`src/rtl/chaos_xor_decrypt.sv`:
```
// rtl/chaos_xor_decrypt.sv - logistic/tent chaotic keystream XOR decryptor
// One shift-add multiplier computes 4x(1-x) per word; the tent map mixes in a rotated x'.
module chaos_xor_decrypt #(
   parameter logic [31:0] X_SEED   = 32'h6B851EB8,
   parameter logic [31:0] Y_SEED   = 32'hD6C8B439,
   parameter logic [31:0] ZERO_SUB = 32'h5A5A5A5A
) (
   input  logic        clk,
   input  logic        reset,
   input  logic        seed_load,
   input  logic [31:0] seed_x,
   input  logic [31:0] seed_y,
   input  logic [31:0] cin_data,
   input  logic        cin_valid,
   output logic        cin_ready,
   output logic [31:0] pout_data,
   output logic        pout_valid,
   input  logic        pout_ready,
   output logic [15:0] word_count,
   output logic        busy
);

   typedef enum logic [2:0] {S_LOAD, S_MUL, S_UPD, S_READY, S_OUT} state_t;

   state_t      state, state_nx;
   logic [31:0] x_q, y_q, k_q;
   logic [61:0] acc_q, mcand_q;
   logic [31:0] mplier_q;
   logic [4:0]  bit_cnt;
   logic [15:0] wc_q;
   logic [31:0] x_raw, x_new, t_val, y_new;
   logic        in_fire, out_fire;
   logic        unused_acc_low;

   assign cin_ready  = (state == S_READY) && !seed_load;
   assign pout_valid = (state == S_OUT);
   assign busy       = (state == S_LOAD) || (state == S_MUL) || (state == S_UPD);
   assign word_count = wc_q;
   assign in_fire    = cin_valid && cin_ready;
   assign out_fire   = pout_valid && pout_ready && !seed_load;

   // The product never exceeds 2^62, so a 62-bit accumulator holds it exactly.
   assign x_raw          = acc_q[61:30];
   assign unused_acc_low = ^acc_q[29:0];
   assign x_new          = (x_raw == 32'd0) ? ZERO_SUB : x_raw;
   assign t_val          = y_q[31] ? {~y_q[30:0], 1'b0} : {y_q[30:0], 1'b0};
   assign y_new          = t_val ^ {x_new[15:0], x_new[31:16]};

   always_comb begin
      state_nx = state;
      case (state)
         S_LOAD:  state_nx = S_MUL;
         S_MUL:   if (bit_cnt == 5'd31) state_nx = S_UPD;
         S_UPD:   state_nx = S_READY;
         S_READY: if (in_fire) state_nx = S_OUT;
         S_OUT:   if (out_fire) state_nx = S_LOAD;
         default: state_nx = S_LOAD;
      endcase
      if (seed_load) state_nx = S_LOAD;
   end

   always_ff @(posedge clk) begin
      if (reset) begin
         state     <= S_LOAD;
         x_q       <= X_SEED;
         y_q       <= Y_SEED;
         k_q       <= 32'd0;
         acc_q     <= 62'd0;
         mcand_q   <= 62'd0;
         mplier_q  <= 32'd0;
         bit_cnt   <= 5'd0;
         pout_data <= 32'd0;
         wc_q      <= 16'd0;
      end else begin
         state <= state_nx;
         if (seed_load) begin
            x_q  <= seed_x;
            y_q  <= seed_y;
            wc_q <= 16'd0;
         end else begin
            case (state)
               S_LOAD: begin
                  mcand_q  <= {30'd0, x_q};
                  mplier_q <= ~x_q;
                  acc_q    <= 62'd0;
                  bit_cnt  <= 5'd0;
               end
               S_MUL: begin
                  if (mplier_q[0]) acc_q <= acc_q + mcand_q;
                  mcand_q  <= mcand_q << 1;
                  mplier_q <= mplier_q >> 1;
                  bit_cnt  <= bit_cnt + 5'd1;
               end
               S_UPD: begin
                  x_q <= x_new;
                  y_q <= y_new;
                  k_q <= x_new ^ y_new;
               end
               S_READY: if (in_fire) pout_data <= cin_data ^ k_q;
               S_OUT:   if (out_fire) wc_q <= wc_q + 16'd1;
               default: ;
            endcase
         end
      end
   end

endmodule

```
`config.mk`:
```
export PLATFORM = sky130hd
export DESIGN_NAME = chaos_xor_decrypt
export DESIGN_NICKNAME = d
export VERILOG_FILES = /design/src/rtl/chaos_xor_decrypt.sv
export SDC_FILE = /design/constraint.sdc
export NUM_CORES = 1
export LEC_CHECK = 0
export CORE_ASPECT_RATIO = 0.5
export CORE_UTILIZATION = 63
export CTS_CLUSTER_DIAMETER = 60
export DETAILED_ROUTE_END_ITERATION = 10
export GPL_ROUTABILITY_DRIVEN = 1
export PLACE_DENSITY = 0.9
export SKIP_CTS_REPAIR_TIMING = 1
export SLEW_MARGIN = 15
export SYNTH_ARGS = -nofsm -noshare
export SYNTH_HDL_FRONTEND = slang
export SYNTH_SLANG_ARGS = --single-unit
```
`constraint.sdc`:
```
create_clock -name clk -period 5.95 [get_ports clk]
set_clock_uncertainty 0.15 [all_clocks]
set_input_delay 1.19 -clock clk [delete_from_list [all_inputs] [get_ports clk]]
set_output_delay 1.19 -clock clk [all_outputs]
set_load 0.02 [all_outputs]
```
==> summary.md <==
| Metric | Value |
|---|---|
| Reg2reg setup slack | 2280 ps |
| CTS sink count | 308 |
| Final non-filler cell total | 2445 |
| FF-to-FF End | acc_q[60] |
| Initial Utilization | 64.8% |
| Footprint of the multi-input gates | 9730 um^2 |
| Seq/Total Area, Yosys | 37.4% |
| Critical path peak fanout | 30 |
| Syn. warnings | 0 |
| Area Overhead vs Synth | 15.1% |
| RSZ-0062 raised after global routing | false |
| Power Density | 246 nW/um^2 |
| Final setup fails | 0 |
| Avg Cell Area, Syn | 8.12 um^2 |
| Core Rows | 41 |
| Chip height | 116 um |
| Detailed Route Iter0 Violations | 1694 |
| Core ar. | 25400 um^2 |
| Tot Pwr | 4.68 mW |
| Internal Dissipation | 3.45 mW |
| Startpoint types | input port |
| Placer Congestion | 0.998 |
| Dpl cells | 2394 |
| H-tree depth | 1 |
| ANT nets after route | 0 |
| Critical path class | in2out |
| Least-Margin Pin Slew | 1200 ps |
| Status | complete, no violations |
| Total CTS buffers | 28 |
| Post-Syn Nets | 2198 |
| Clock buffer depth | 3 |
| Fraction of layout cells with a size suffix above 1 | 4.28% |
| Remaining routing DRC violations | 0 |
| Final net count | 2246 |
| DP HPWL | 34400 um |
| Boundary pin count | 152 |
| Tmin final | 3900 ps |
| Worst vdd ir | 0.000195 V |
| Initial antenna violation count | 1 |
| Clock power share | 41.2% |
| Gr ovfl total | 0 |
| Synth Cell Area | 16500 um^2 |
| TritonCTS clock tree | built |
| Final period utilization | 65.5% |
| Vias per std cell | 6.32 |
| Min-delay src | mcand_q[48] |
| Worst r2r src | mcand_q[0] |
| Hold Path Class | reg2reg |
| Buffers on Ports | 151 |
| CP endpoint kind | primary output |
| Comb power frac | 11.3% |
| Post-synth EDFFs | 0 |
| Part of the power in registers | 47.5% |
| Rel. slew slack | 20.3% |
| Max Cap Violations | 0 |
| Min-Delay Endpoint | mcand_q[49] |
| DRT Wirelength | 49100 um |
| Final Slew Violations | 0 |
| Post-synth ARST share | 0% |
| Routed len/inst | 20.1 um |
| Cells on worst reg2reg path | 13 |
| Unique masters post-synth | 65 |
| P_leak | 7.25 nW |
| Primary FF master, synth | dfxtp_1 |
| Die ar. | 26900 um^2 |
| WP data arrival | 2560 ps |
| Clock Latency Late Sink | 570 ps |
| Clock transition at path regs | 70 ps |
| Largest net degree at the start of global routing | 95 |
| Die Width | 231 um |
| N_diodes | 0 |
| Vias in the first global route | 13703 |
| Core Util, Final | 74.6% |
| GRT Total Usage | 35.3% |
| Total area of sequential cells | 6170 um^2 |
| Switching share of power | 26.2% |
| Cells after Synth | 2032 |
| Final hold vios | 0 |
| TritonRoute pass-1 iters | 6 |
| Peak Freq | 0.256 GHz |
| First-pass GRT wire length | 74900 um |
| #FFs+latches synth | 308 |
| Hold Path Depth | 2 |
| WP data required | 4610 ps |
| TNS Setup | 0 ps |
| CP Launch Point | seed_load |
| Via count | 15447 |
| Root Buffer | clkbuf_16 |
| P_sw | 1.23 mW |
| Filler cells | 1812 |
critical path, cell delays in order:
cell,delay (ps)
buf_4,220
nor3b_1,450
clkdlybuf4s50_1,690
cells by family after synthesis:
| kind of cell | after synthesis | synth area share, % |
|---|---|---|
| XOR/XNOR | 205 | 10.9 |
| multiplexers | 15 | 0.910 |
| AO/OA/AOI/OAI | 649 | 25.5 |
| buffers and inverters | 165 | 3.85 |
| adder cells (fa/ha/maj) | 65 | 4.97 |
| AND/OR/NAND/NOR | 625 | 16.5 |
| flip-flops | 308 | 37.4 |
worst max-delay path by stage:
stage | endpoint | slack, ps
2_1_floorplan | cin_ready | 2700
3_3_place_gp | cin_ready | 2190
3_5_place_dp | cin_ready | 2180
4_1_cts | cin_ready | 2170
5_1_grt | acc_q[58] | 2000
6_report | cin_ready | 2050
layout by cell type, fill, tap and decap left out, drive strengths merged, types with 8 or more instances in the layout:
master,count
nor2,312
dfxtp,308
a21oi,255
clkdlybuf4s50,149
nand2,144
xnor2,129
a211oi,99
xor2,76
ha,64
o21ai,61
a22oi,60
nor3,43
clkbuf,40
a21o,36
o211ai,32
a22o,32
nand4,23
nand2b,21
nand3,19
inv,18
buf,17
mux2i,15
and3,14
o21bai,13
a31oi,12
a211o,12
nor4,11
o21a,9
nor2b,9
or3,8
synthesized netlist by cell type (8+ instances only):
master      n  area share, %
a211o_1    12           0.64
a211oi_1   99            4.5
a21o_1     36            1.6
a21oi_1   253            7.7
a22o_1     32            1.7
a22oi_1    60            2.7
a31oi_1    12           0.46
and3_1     14           0.53
buf_1      13           0.30
buf_2      11           0.33
clkbuf_1  122            2.8
dfxtp_1   308             37
ha_1       64            4.9
inv_1      17           0.39
mux2i_1    15           0.91
nand2_1   144            3.3
nand2b_1   21           0.80
nand3_1    19           0.58
nand4_1    23           0.87
nor2_1    312            7.1
nor2b_1     9           0.34
nor3_1     42            1.3
nor4_1     11           0.42
o211ai_1   32            1.5
o21a_1      9           0.41
o21ai_0    55            1.7
o21bai_1   13           0.59
or3_1       8           0.30
xnor2_1   129            6.8
xor2_1     76            4.0
sequential cells by signal, summed over array words and instances (netlist names):
| signal | cells |
|---|---|
| mcand_q | 62 |
| mplier_q | 32 |
| x_q | 32 |
| y_q | 32 |
| word_count | 16 |
| bit_cnt | 5 |
| state | 3 |
| acc_q | 62 |
| k_q | 32 |
| pout_data | 32 |
per-stage QoR:
stage	worst slack (ps)	instance area, um^2	hold WS [ps]
after CTS	2170	19000	324
after floorplan	2700	16500	276
final	2050	19000	326
after global routing	2000	19000	335
after global placement	2190	18000	301
after detailed placement	2180	18000	316
final cells by class:
cell class                 count  share of cell area (%)
multi-input combinational   1559                    51.3
sequential                   308                    32.5
timing repair buffer         166                    8.55
clock buffer                  40                    4.30
tap                          344                    2.27
clock inverter                11                   0.771
inverter                      17                   0.336
metal layers:
metal / track usage (%) / share of wire [%]
met5: 0 / 0
met2: 54.5 / 43
met4: 11.7 / 3.2
met3: 7.47 / 11
met1: 49.2 / 43
power groups by stage:
stage               logic (mW)  clock network [mW]  registers [mW]
floorplan                0.366                   0            2.22
global placement         0.500                   0            2.26
detailed placement       0.512                   0            2.26
CTS                      0.520                1.93            2.22
global route             0.573                2.02            2.23
finish                   0.528                1.93            2.22
Power figures use the tool's default switching activity.
